## src/rtl/ad9228_pkg.sv

```systemverilog
// Shared types and constants for the AD9228 frame-aligning deserializer.
package ad9228_pkg;

    // Alignment state machine states.
    typedef enum logic [1:0] {
        SEARCH = 2'd0,
        VERIFY = 2'd1,
        LOCKED = 2'd2
    } align_state_t;

    // Default word geometry (12-bit AD9228 samples, two bits per DCO edge).
    localparam int unsigned DEFAULT_DATA_WIDTH = 12;
    localparam int unsigned PAIRS_PER_WORD     = DEFAULT_DATA_WIDTH / 2;
    localparam int unsigned MAX_DATA_WIDTH     = 16;

    // FCO word: width/2 ones (earliest bits) followed by width/2 zeros,
    // right-aligned in a MAX_DATA_WIDTH vector.
    function automatic logic [MAX_DATA_WIDTH-1:0] fco_pattern(input int unsigned width);
        logic [MAX_DATA_WIDTH-1:0] p;
        p = '0;
        for (int unsigned i = 0; i < MAX_DATA_WIDTH; i++) begin
            p[i] = (i >= width / 2) && (i < width);
        end
        return p;
    endfunction

endpackage

```

## src/rtl/ad9228_lane_shifter.sv

```systemverilog
// One serial lane: optional polarity inversion, bit history and
// word-window extraction at a one-bit offset selected by half.
module ad9228_lane_shifter
    import ad9228_pkg::*;
#(
    parameter int unsigned DATA_WIDTH = DEFAULT_DATA_WIDTH,
    parameter logic        INVERT     = 1'b0
) (
    input  logic                  clk,
    input  logic                  rstn,
    input  logic [1:0]            pair_in,
    input  logic                  half,
    output logic [DATA_WIDTH-1:0] window
);

    logic [DATA_WIDTH:0] hist_q;
    logic [DATA_WIDTH:0] hist_d;

    // Shift the (possibly inverted) pair in; newest bit lands in the LSB.
    always_comb begin
        hist_d = {hist_q[DATA_WIDTH-2:0], pair_in ^ {2{INVERT}}};
    end

    // History register.
    always_ff @(posedge clk or negedge rstn) begin
        if (!rstn) begin
            hist_q <= '0;
        end else begin
            hist_q <= hist_d;
        end
    end

    // half=1 looks one bit further back in time.
    always_comb begin
        window = half ? hist_q[DATA_WIDTH:1] : hist_q[DATA_WIDTH-1:0];
    end

endmodule

```

## src/rtl/ad9228_framer.sv

```systemverilog
// Frame-aligning deserializer for AD9228-style serial LVDS ADCs.
// Finds the word boundary from the FCO lane by bit-granular slipping and
// emits aligned parallel samples for all lanes once locked.
module ad9228_framer
    import ad9228_pkg::*;
#(
    parameter int unsigned     NUM_CH     = 4,
    parameter int unsigned     DATA_WIDTH = 12,
    parameter int unsigned     LOCK_COUNT = 16,
    parameter int unsigned     MISS_LIMIT = 2,
    parameter logic [NUM_CH:0] INV_MASK   = '0
) (
    input  logic                           clk,
    input  logic                           rstn,
    input  logic [2*NUM_CH-1:0]            din_pair,
    input  logic [1:0]                     fco_pair,
    output logic [NUM_CH*DATA_WIDTH-1:0]   data_out,
    output logic                           data_valid,
    output logic                           locked,
    output logic                           frame_err,
    output logic [$clog2(DATA_WIDTH)-1:0]  slip_count
);

    localparam int unsigned PAIRS = DATA_WIDTH / 2;
    localparam int unsigned SW    = $clog2(DATA_WIDTH);
    localparam int unsigned PHW   = SW - 1;
    localparam int unsigned GW    = $clog2(LOCK_COUNT + 1);
    localparam int unsigned MW    = $clog2(MISS_LIMIT + 1);

    localparam logic [PHW-1:0]        PH_LAST     = PHW'(PAIRS - 1);
    localparam logic [GW-1:0]         LOCK_CNT_L  = GW'(LOCK_COUNT);
    localparam logic [MW-1:0]         MISS_LIM_L  = MW'(MISS_LIMIT);
    localparam logic [DATA_WIDTH-1:0] FCO_PATTERN = DATA_WIDTH'(fco_pattern(DATA_WIDTH));

    logic [DATA_WIDTH-1:0] lane_win [NUM_CH];
    logic [DATA_WIDTH-1:0] fco_win;

    align_state_t                  state_q, state_d;
    logic [PHW-1:0]                ph_q, ph_d;
    logic                          half_q, half_d;
    logic [PHW-1:0]                stall_q, stall_d;
    logic                          skip_q, skip_d;
    logic [GW-1:0]                 good_q, good_d;
    logic [MW-1:0]                 miss_q, miss_d;
    logic [NUM_CH*DATA_WIDTH-1:0]  data_q, data_d;
    logic                          valid_q, valid_d;
    logic                          err_q, err_d;

    logic boundary;
    logic compare;
    logic match;
    logic slip;

    for (genvar gi = 0; gi < NUM_CH; gi++) begin : g_lane
        ad9228_lane_shifter #(
            .DATA_WIDTH (DATA_WIDTH),
            .INVERT     (INV_MASK[gi])
        ) u_lane (
            .clk     (clk),
            .rstn    (rstn),
            .pair_in (din_pair[2*gi+1:2*gi]),
            .half    (half_q),
            .window  (lane_win[gi])
        );
    end

    ad9228_lane_shifter #(
        .DATA_WIDTH (DATA_WIDTH),
        .INVERT     (INV_MASK[NUM_CH])
    ) u_fco (
        .clk     (clk),
        .rstn    (rstn),
        .pair_in (fco_pair),
        .half    (half_q),
        .window  (fco_win)
    );

    // Alignment FSM, phase/offset bookkeeping and output capture.
    always_comb begin
        state_d = state_q;
        ph_d    = (ph_q == PH_LAST) ? '0 : ph_q + PHW'(1);
        half_d  = half_q;
        stall_d = stall_q;
        skip_d  = skip_q;
        good_d  = good_q;
        miss_d  = miss_q;
        data_d  = data_q;
        valid_d = 1'b0;
        err_d   = 1'b0;
        slip    = 1'b0;

        boundary = (ph_q == PH_LAST);
        compare  = boundary && !skip_q;
        match    = (fco_win == FCO_PATTERN);

        if (boundary && skip_q) begin
            skip_d = 1'b0;
        end

        if (compare) begin
            unique case (state_q)
                SEARCH: begin
                    if (match) begin
                        if (LOCK_COUNT == 1) begin
                            state_d = LOCKED;
                        end else begin
                            state_d = VERIFY;
                            good_d  = GW'(1);
                        end
                    end else begin
                        slip = 1'b1;
                    end
                end
                VERIFY: begin
                    if (match) begin
                        good_d = good_q + GW'(1);
                        if (good_q + GW'(1) == LOCK_CNT_L) begin
                            state_d = LOCKED;
                            good_d  = '0;
                        end
                    end else begin
                        err_d   = 1'b1;
                        slip    = 1'b1;
                        good_d  = '0;
                        state_d = SEARCH;
                    end
                end
                LOCKED: begin
                    if (match) begin
                        miss_d = '0;
                    end else begin
                        err_d = 1'b1;
                        if (miss_q + MW'(1) == MISS_LIM_L) begin
                            miss_d  = '0;
                            slip    = 1'b1;
                            state_d = SEARCH;
                        end else begin
                            miss_d = miss_q + MW'(1);
                        end
                    end
                end
                default: state_d = SEARCH;
            endcase

            if (state_d == LOCKED) begin
                valid_d = 1'b1;
                for (int unsigned i = 0; i < NUM_CH; i++) begin
                    data_d[DATA_WIDTH*i +: DATA_WIDTH] = lane_win[i];
                end
            end
        end

        // A pair stall holds ph at the boundary value for one extra cycle;
        // that repeated boundary is the one consumed by skip, so the next
        // compared boundary sees a fully refilled window.
        if (slip) begin
            skip_d = 1'b1;
            if (!half_q) begin
                half_d = 1'b1;
            end else begin
                half_d  = 1'b0;
                ph_d    = ph_q;
                stall_d = (stall_q == PH_LAST) ? '0 : stall_q + PHW'(1);
            end
        end
    end

    // State and output registers. skip starts set so the partially filled
    // history seen at the first boundary after reset is never compared.
    always_ff @(posedge clk or negedge rstn) begin
        if (!rstn) begin
            state_q <= SEARCH;
            ph_q    <= '0;
            half_q  <= 1'b0;
            stall_q <= '0;
            skip_q  <= 1'b1;
            good_q  <= '0;
            miss_q  <= '0;
            data_q  <= '0;
            valid_q <= 1'b0;
            err_q   <= 1'b0;
        end else begin
            state_q <= state_d;
            ph_q    <= ph_d;
            half_q  <= half_d;
            stall_q <= stall_d;
            skip_q  <= skip_d;
            good_q  <= good_d;
            miss_q  <= miss_d;
            data_q  <= data_d;
            valid_q <= valid_d;
            err_q   <= err_d;
        end
    end

    // Output mapping.
    always_comb begin
        data_out   = data_q;
        data_valid = valid_q;
        frame_err  = err_q;
        locked     = (state_q == LOCKED);
        slip_count = {stall_q, half_q};
    end

endmodule

```

## config.mk

```make
export PLATFORM = sky130hd
export DESIGN_NAME = ad9228_framer
export DESIGN_NICKNAME = d
export VERILOG_FILES = /design/src/rtl/ad9228_pkg.sv /design/src/rtl/ad9228_lane_shifter.sv /design/src/rtl/ad9228_framer.sv
export SDC_FILE = /design/constraint.sdc
export NUM_CORES = 1
export LEC_CHECK = 0
export ABC_AREA = 0
export CAP_MARGIN = 25
export CORE_ASPECT_RATIO = 0.75
export CORE_UTILIZATION = 49
export CTS_CLUSTER_SIZE = 30
export DETAILED_ROUTE_END_ITERATION = 6
export PLACE_DENSITY = 0.85
export REMOVE_ABC_BUFFERS = 1
export SYNTH_ARGS = -nofsm -noshare
export SYNTH_HDL_FRONTEND = slang
export SYNTH_SLANG_ARGS = --single-unit
```

## constraint.sdc

```tcl
create_clock -name clk -period 2.3 [get_ports clk]
set_input_delay 0.46 -clock clk [delete_from_list [all_inputs] [get_ports clk]]
set_output_delay 0.46 -clock clk [all_outputs]
set_load 0.1 [all_outputs]
```

After elaboration in Yosys (flattened, before gate mapping)
Cells that the tools add are included.
{"block": "totals", "ff_bits": 132, "output_inout_bits": 55, "elab_cells": 75}
{"block": "op_classes", "add_sub_neg": 4, "n_eq_ne": 10, "n_mux": 34, "n_reduce_logical": 12}
{"cell": "2-to-1 mux 12 bit", "n": 5}
{"cell": "2-to-1 mux 2 bit", "n": 8}
{"cell": "2-to-1 mux 5 bit", "n": 3}
{"cell": "equality test 12 bit, second input constant", "n": 1}
{"cell": "2-to-1 mux 3 bit", "n": 4}
{"cell": "2-to-1 mux 1 bit", "n": 11}
{"cell": "one-hot mux 5 bit (2 select lines)", "n": 1}
{"cell": "adder 3 x 1 -> 3 bit, second input constant", "n": 2}
{"cell": "equality test 2 bit, second input constant", "n": 3}
{"cell": "equality test 3 bit, second input constant", "n": 2}
{"cell": "one-hot mux 2 bit (3 select lines)", "n": 1}
{"cell": "AND reduction 2 bit", "n": 3}
{"cell": "adder 5 x 1 -> 5 bit, second input constant", "n": 1}
{"cell": "equality test 5 bit, second input constant", "n": 1}
{"cell": "inequality test 2 bit, second input constant", "n": 2}
{"cell": "nonzero test 2 bit", "n": 2}
{"cell": "OR reduction 2 bit", "n": 2}
{"cell": "AND reduction 3 bit", "n": 1}
{"cell": "adder 2 x 1 -> 2 bit, second input constant", "n": 1}
{"cell": "equality test 2 x 1 -> 1 bit, second input constant", "n": 1}
{"cell": "logical AND 1 bit", "n": 2}
{"cell": "logical NOT 2 bit", "n": 1}
{"cell": "one-hot mux 1 bit (2 select lines)", "n": 1}
{"cell": "logical NOT 1 bit", "n": 1}

Longest topological paths before layout
Gate-level depths: netlist (run 1).
{"block": "logic_depth", "ltp_word": 9, "depth_mapped": 9}

Hierarchy
From an unflattened synthesis (run 1), not the netlist that was laid out.
{"block": "unflattened", "hier_cells": 338, "hier_area_um2": 5390.2}
{"mod": "ad9228_framer", "instances": 1, "cells_per_inst": 208, "area_per_inst_um2": 2844.0, "seq_area_each_um2": 1677.9}
{"mod": "ad9228_lane_shifter", "instances": 5, "cells_per_inst": 26, "area_per_inst_um2": 509.2, "seq_area_each_um2": 325.3}

Worst setup path after synthesis (run 1)
OpenSTA, ideal clock, no wires.
{"block": "synth_timing", "path_type": "reg-to-reg", "start": "register state_q[0]", "end": "register data_q[32] (netlist: data_out[32])", "setup_time_ns": 0.126, "t_arrival_ns": 2.627, "t_required_ns": 2.174, "setup_slack_ns": -0.454, "stages_incl_launch_ff": 10, "path_buffers": 2, "path_cell_list": "dfrtp_1 inv_1 ha_1 a21oi_1 nor2_1 o21ai_0 a311oi_2 buf_6 buf_6 mux2_4"}
{"block": "synth_between", "elab_cells_between_ends": 12, "classes_between": "3 x eq/ne; 7 x mux; 2 x reduce/logical"}
{"item": "start: declaration", "line_no": "ad9228_framer.sv:38", "source": "align_state_t state_q, state_d;"}
{"item": "start signal: assignment", "line_no": "ad9228_framer.sv:183", "source": "state_q <= state_d;"}
{"item": "equality test 2 bit"}
{"item": "net locked", "line_no": "ad9228_framer.sv:19", "source": "output logic locked,"}
{"item": "one-hot mux 2 bit (3 select lines)", "line_no": "ad9228_framer.sv:101", "source": "unique case (state_q)"}
{"item": "2-to-1 mux 2 bit", "line_no": "ad9228_framer.sv:100", "source": "if (compare) begin"}
{"item": "equality test 2 bit", "line_no": "ad9228_framer.sv:145", "source": "if (state_d == LOCKED) begin"}
{"item": "AND reduction 2 bit (no line)"}
{"item": "end signal: assignment", "line_no": "ad9228_framer.sv:190", "source": "data_q <= data_d;"}
{"item": "end: declaration", "line_no": "ad9228_framer.sv:45", "source": "logic [NUM_CH*DATA_WIDTH-1:0] data_q, data_d;"}
The timed path passes the listed nets, and every way through them passes these cells. The select of a mux whose other input is x is not followed.
A chain may end at the register's enable or synchronous reset.

Worst setup path after layout (run 1)
{"block": "layout_timing", "start": "register u_fco.hist_q[2]", "end": "register data_q[16] (netlist: data_out[16])"}
{"block": "layout_between", "elab_chain_len": 7, "elab_cells_between_ends": 9, "classes_between": "2 x eq/ne; 6 x mux; 1 x reduce/logical"}
{"item": "start: declaration", "line_no": "ad9228_lane_shifter.sv:16", "source": "logic [DATA_WIDTH:0] hist_q;"}
{"item": "start signal: assignment", "line_no": "ad9228_lane_shifter.sv:29", "source": "hist_q <= hist_d;"}
{"item": "2-to-1 mux 12 bit (*)", "line_no": "ad9228_lane_shifter.sv:35", "source": "window = half ? hist_q[DATA_WIDTH:1] : hist_q[DATA_WIDTH-1:0];"}
{"item": "equality test 12 bit (*)", "line_no": "ad9228_framer.sv:94", "source": "match = (fco_win == FCO_PATTERN);"}
{"item": "2-to-1 mux 2 bit (on tied branches)", "line_no": "ad9228_framer.sv:129, ad9228_framer.sv:103, ad9228_framer.sv:115"}
{"item": "one-hot mux 2 bit (3 select lines) (*)", "line_no": "ad9228_framer.sv:101"}
{"item": "2-to-1 mux 2 bit (*)", "line_no": "ad9228_framer.sv:100"}
{"item": "equality test 2 bit (*)", "line_no": "ad9228_framer.sv:145"}
{"item": "AND reduction 2 bit (no line) (*)"}
Mark *: on every way between the ends. The rest lies on a longest branch, timed or not. The select of a mux whose other input is x is not followed.

==> metrics.md, run 1 <==
| Metric | Value |
|---|---|
| Status | complete, but fails checks |
| Failing checks | hold timing, setup timing |
| Clk_lat worst skew | 0.41 ns |
| Clock network fraction of design power | 0.430 |
| Synth Register Bits | roughly 130 |
| Mapped Cells | between 300 and 400 |
| Seq/Total Area, Yosys | 0.649 |
| Worst reg-to-reg path cell count | 9 |
| Total Die Area | ~0.011 mm^2 |
| Post-Layout Cell Count | roughly 580 |
| Share of layout cells above drive strength 1 | 0.503 |
| IO Port Bufs | 66 |
| Critical-path maximum fanout | 9 |
| Vias in the first global route | between 3000 and 4000 |
| P_int | about 4.8 mW |
| Core Box Area | between 0.009 and 0.01 mm^2 |
| Setup violators final | 50 |
| Max Freq | about 370 MHz |
| Antenna diode count | 0 |
| DRC | 0 |
| Max_cap viols | 0 |
| Die Height | about 90 um |
| LEAKAGE | 3.19 nW |
| Nets | approximately 450 |
| Drt pass-1 iters | 4 |
| Ports | 67 |
| Number of clock sinks | about 130 |
| Distinct cells, synth | 39 |
| DRT Wirelength | between 10000 and 15000 um |
| Area grow syn2layout | 32.4% |
| Pre-CTS setup slack | -0.361 ns |
| Final Cycle Share | 1.17 |
| First-pass GRT wire length | around 16000 um |
| CTS Hold Bufs | 0 |
| Worst setup SP type | flop |
| GRT Total Usage | 0.194 |
| Drt initial violations | roughly 130 |
| CP startpoint | u_fco.hist_q[2] |
| CTS H-tree depth | 4 |
| Placed cells | roughly 540 |
| Tmin final | around 2.7 ns |
| CTS tree | done |
| CP endpoint kind | flop |
| Worst min path class | in -> async |
| Syn Area/Cell | 15.3 um^2 |
| Initial antenna violation count | 0 |
| CP required | approximately 2.6 ns |
| Num CTS Buffers | 17 |
| Mapped cell area | 0.00509 mm^2 |
| Setup CP Type | reg -> reg |
| Switching share of power | 0.269 |
| Fin. Hold Viols | 2 |
| Setup TNS | -17.06 ns |
| Initial Util | 0.517 |
| Commonest cells after routing, fill and taps aside | 130 x dfrtp_1, 87 x mux2_2, 75 x buf_4 |
| RR Endpoint | data_out[16] |
| IR drop worst, VDD | roughly 0.57 mV |
| Least-Margin Pin Slew | slightly above 0.7 ns |
| Rel. slew slack | 0.530 |
| RR Startpoint | u_fco.hist_q[2] |
| Synth Warn # | 0 |
| Reg power frac | 0.391 |
| Power Density | 978 mW/mm^2 |
| Setup slack after layout | -0.383 ns |
| Slew Limit Fails | 0 |
| Clk pin slew, worst setup/hold paths | 0.06 ns |
| Final hold slack | -0.00677 ns |
| CP arrival | 2.97 ns |
| Via density | 5.12 |
| Detail Route Antenna Nets | 0 |
| Root buffer cell | clkbuf_16 |
| Vias | around 3000 |
| Final HPWL DP | 5750 um |
| Commonest non-fill, non-tap cell in the layout | dfrtp_1 |
| Chip width | 120 um |
| Grt ovf | 0 |
| Number of fill cells in the layout | approximately 650 |
| Net switching power | ~1.8 mW |
| Final GP Congestion | ~0.8 |
| RSZ-0062 raised after global routing | true |
| Clk_skew | 0.00840 ns |
| Reg2Reg Setup Slack | -0.38 ns |
| DR WL/cell | around 17 um |
| CTS Buffer Depth | 2 |
| Comb pwr share | 0.179 |
| Largest net degree at the start of global routing | 54 |
| Cell Rows | 31 |
[worst max-delay path by stage]
stage,endpoint,slack (ns),cells past startpoint
after floorplan,data_out[0],-3.77,5
after global placement,data_out[26],-0.28,7
after detailed placement,data_out[16],-0.36,7
after CTS,data_out[36],-0.32,9
after global routing,data_out[16],-0.46,9
final,data_out[16],-0.38,9
[per-stage QoR]
| stage | hold slack [ns] | power (mW) | util | area (um^2) |
|---|---|---|---|---|
| finish | -0.00677 | 6.59 | 0.684 | 6740 |
| global route | 0.0125 | 6.85 | 0.684 | 6740 |
| floorplan | 0.164 | 3.49 | - | 5020 |
| CTS | 0.000231 | 6.62 | 0.669 | 6590 |
| global placement | 0.352 | 3.75 | 0.599 | 5900 |
| detailed placement | 0.358 | 3.78 | 0.599 | 5900 |
[metal layers]
metal | vias to the layer above | wire length, um | share of wire | track usage
li1 | 1384 | - | - | -
met1 | 1503 | 4620 | 0.46 | 0.265
met2 | 79 | 4780 | 0.48 | 0.287
met3 | 7 | 521 | 0.052 | 0.0619
met4 | 0 | 93 | 0.0093 | 0.0802
met5 | - | 0 | 0 | 0
[state kept, by name, summed over array words and instances, names as in the netlist]
register,flops
data_out,48
data_valid,1
stall_q,3
g_lane.u_lane.hist_q,52
half_q,1
frame_err,1
u_fco.hist_q,13
skip_q,1
ph_q,3
good_q,5
miss_q,2
state_q,2
[area by class of cell]
type | instances | area (um^2) | share of cell area
Multi-Input combinational cell | 185 | 1740 | 0.258
Inverter | 2 | 7.51 | 0.00111
Sequential cell | 132 | 3310 | 0.491
Clock buffer | 20 | 447 | 0.0663
Tap cell | 132 | 165 | 0.0245
Clock inverter | 12 | 180 | 0.0267
Timing Repair Buffer | 98 | 898 | 0.133
[power by group through the flow]
stage / sequential, mW / combinational [mW] / clock (mW)
after detailed placement: 2.61 / 1.17 / 0
after global placement: 2.60 / 1.15 / 0
after floorplan: 2.98 / 0.514 / 0
after global routing: 2.60 / 1.26 / 3.00
after CTS: 2.57 / 1.18 / 2.86
final: 2.58 / 1.18 / 2.84
[synth_stat cells]
library cell	number	area share
a2111oi_4	1	0.0054
a211oi_1	1	0.0015
a211oi_2	1	0.0025
a21bo_2	1	0.0020
a21o_1	1	0.0015
a21oi_1	4	0.0039
a311oi_2	1	0.0029
a32o_1	1	0.0020
and2_1	1	0.0012
and3_1	1	0.0012
buf_1	1	0.00074
buf_2	4	0.0039
buf_4	1	0.0015
buf_6	2	0.0044
clkbuf_1	5	0.0037
dfrtp_1	131	0.64
dfstp_2	1	0.0052
ha_1	5	0.012
inv_1	2	0.0015
mux2_2	89	0.20
mux2_4	9	0.027
mux2i_1	1	0.0020
nand2_1	17	0.013
nand2b_1	4	0.0049
nand3_1	2	0.0020
nand3b_1	4	0.0059
nand4b_1	3	0.0052
nand4bb_1	1	0.0022
nor2_1	10	0.0074
nor2b_1	3	0.0037
nor3_1	4	0.0039
o211ai_1	2	0.0029
o21a_1	2	0.0029
o21ai_0	10	0.0098
o22ai_1	1	0.0012
or3_1	1	0.0012
or3b_4	1	0.0022
or4_1	1	0.0015
xnor2_1	2	0.0034
[kinds of logic after synthesis]
logic type	after synthesis	synth area share
AO/OA/AOI/OAI	26	0.0386
XOR/XNOR	2	0.00344
adder cells (fa/ha/maj)	5	0.0123
buffers and inverters	15	0.0157
flip-flops	132	0.649
multiplexers	99	0.225
AND/OR/NAND/NOR	53	0.0551
[repair_timing]
action                                  4_1_cts  5_1_grt
gates cloned                                  1        4
endpoints found under the setup margin       49       50
resized for setup                             7       10
buffers inserted                              4        6
pin swaps                                     0        1
[worst max-delay path, stage by stage, from the launching register on]
cell,delay (ns)
dfrtp_1,0.38
or4_4,0.54
a2111oi_4,0.22
buf_4,0.22
o211ai_1,0.15
a211oi_2,0.34
a311oi_4,0.10
buf_6,0.17
buf_12,0.14
mux2_4,0.31
Power figures use the tool's default switching activity.
==> run 2, diff against run 1 <==
--- a/config.mk
+++ b/config.mk
@@ -12,6 +12,7 @@
 export CTS_CLUSTER_SIZE = 30
 export DETAILED_ROUTE_END_ITERATION = 6
 export PLACE_DENSITY = 0.85
+export RECOVER_POWER = 50
 export REMOVE_ABC_BUFFERS = 1
 export SYNTH_ARGS = -nofsm -noshare
 export SYNTH_HDL_FRONTEND = slang
==> run 2 against run 1 <==
Compared with the run above:
- the flow finishes with violations (setup timing)
- flip-flop and latch count unchanged
- global-route usage did not move
- power barely moved
- sequential power is essentially flat
- die area is the same
- worst setup slack better by 0.0040 ns
- utilization is 0.22 points lower
- fmax up 0.15%
- register-to-register slack is essentially flat
==> metrics.md, run 2 (same netlist as run 1, synthesis figures left out) <==
| Metric | Value |
|---|---|
| CP arrival | 2.97 ns |
| Failing checks | setup timing |
| Chip width | about 120 um |
| Worst setup SP type | flop |
| Grt ovf | 0 |
| Area of the multi-input gates | about 0.0017 mm^2 |
| Number of fill cells in the layout | ~650 |
| CP required | between 2 and 3 ns |
| Num CTS Buffers | 17 |
| Commonest non-fill, non-tap cell in the layout | dfrtp_1 |
| Initial Util | 0.517 |
| Fin. Hold Viols | 0 |
| Reg2Reg Setup Slack | -0.38 ns |
| Design area | 0.00672 mm^2 |
| CTS H-tree depth | 4 |
| Root buffer cell | clkbuf_16 |
| Commonest cells after routing, fill and taps aside | 130 x dfrtp_1, 87 x mux2_2, 73 x buf_4 |
| Final Cycle Share | 1.17 |
| GRT Total Usage | 0.194 |
| Crit-path slowest cell | or4_4 |
| Final core utilization | 0.682 |
| Register Area | between 0.003 and 0.004 mm^2 |
| First-pass GRT wire length | 16000 um |
| Via density | slightly above 5 |
| Share of layout cells above drive strength 1 | 0.503 |
| Final GP Congestion | a little under 0.8 |
| Pre-CTS setup slack | -0.361 ns |
| DRT Wirelength | roughly 10000 um |
| Least-Margin Pin Slew | about 1.3 ns |
| Clk_lat worst skew | 0.41 ns |
| Detail Route Antenna Nets | 0 |
| Cell Rows | 31 |
| Core Box Area | 0.00985 mm^2 |
| CP endpoint kind | flop |
| Largest net degree at the start of global routing | 54 |
| Number of clock sinks | about 130 |
| Initial antenna violation count | 0 |
| Largest Register | g_lane.u_lane.hist_q |
| IO Port Bufs | 66 |
| CTS Buffer Depth | 2 |
| Nets | approximately 450 |
| Max Freq | about 370 MHz |
| Drt initial violations | ~120 |
| Post-DP Area | between 0.005 and 0.006 mm^2 |
| Area grow syn2layout | 32.0% |
| Number of flip-flops in the largest register | 52 |
| Final HPWL DP | roughly 5700 um |
| Worst min path class | in -> async |
| Max_cap viols | 0 |
| CTS tree | done |
| DR WL/cell | about 17 um |
| Setup slack after layout | -0.380 ns |
| Status | complete, but fails checks |
| CP max stage delay | between 0.5 and 0.6 ns |
| Slew Limit Fails | 0 |
| Rel. slew slack | 0.159 |
| DRC | 0 |
| Die Height | 90.3 um |
| Drt pass-1 iters | 4 |
| Critical-path maximum fanout | 9 |
| Power Density | 980 mW/mm^2 |
| IR drop worst, VDD | around 0.57 mV |
| Setup violators final | 50 |
| Antenna diode count | 0 |
| Ports | 67 |
| RSZ-0062 raised after global routing | true |
| Clk_skew | 0.00801 ns |
| Crit-path cells | or4_4, a2111oi_4, buf_4, o211ai_1, a211oi_2, a311oi_4, buf_6, buf_12, mux2_4 |
| Vias in the first global route | 3126 |
| Total Die Area | around 0.011 mm^2 |
| LEAKAGE | 3.18 nW |
| Clk pin slew, worst setup/hold paths | around 0.060 ns |
| Tmin final | approximately 2.7 ns |
| Final hold slack | between 0.3 and 0.4 ns |
| Setup CP Type | reg -> reg |
| Vias | 2970 |
-- run 2: per-layer routing --
layer,track usage,up-vias,part of all wire
met5,0,-,0
met4,0.0802,0,0.0095
met3,0.0619,7,0.050
met2,0.287,74,0.48
met1,0.265,1504,0.46
li1,-,1385,-
-- run 2: path summary, 6_finish.rpt --
kind | end | startpoint | depth (start not counted)
min in group clk | g_lane[3].u_lane.hist_q[2] | g_lane[3].u_lane.hist_q[0] | 0
max in group asynchronous | g_lane[1].u_lane.hist_q[8] | rstn | 2
hold reg to reg | g_lane[3].u_lane.hist_q[2] | g_lane[3].u_lane.hist_q[0] | 0
setup / recovery | data_out[16] | u_fco.hist_q[2] | 9
hold / removal | g_lane[1].u_lane.hist_q[4] | rstn | 1
setup reg to reg | data_out[16] | u_fco.hist_q[2] | 9
-- run 2: final cells by class --
type,count,area share
timing repair buffer,98,0.131
inverter,2,0.00112
clock buffer,20,0.0665
tap,132,0.0246
multi-input combinational,185,0.258
clock inverter,12,0.0268
sequential,132,0.492
-- run 2: critical path: cells and delay by family (launching register included) --
family,cells,cell delay (ns)
simple gates,1,0.54
flops,1,0.38
mux,1,0.31
buf+inv,3,0.54
compound gates,4,0.79
-- run 2: what timing repair did --
action | in CTS | in global routing
setup endpoints to repair | 49 | 50
pin swaps | 0 | 1
gates cloned | 1 | 4
gates resized for setup | 7 | 10
hold buffers | 0 | 0
buffers inserted | 4 | 6
-- run 2: stage by stage --
stage	total power, mW	cells	setup TNS [ns]
3_3_place_gp	3.75	535	-11.40
6_report	6.59	581	-16.84
4_1_cts	6.62	572	-11.93
5_1_grt	6.84	581	-21.29
3_5_place_dp	3.78	535	-14.32
2_1_floorplan	3.49	319	-204.41
-- run 2: report_power, final --
part           internal [mW]  switching, mW  total (mW)
clock                   1.84          0.993        2.84
sequential              2.47          0.110        2.58
combinational          0.500          0.673        1.17
total                   4.81           1.78        6.59
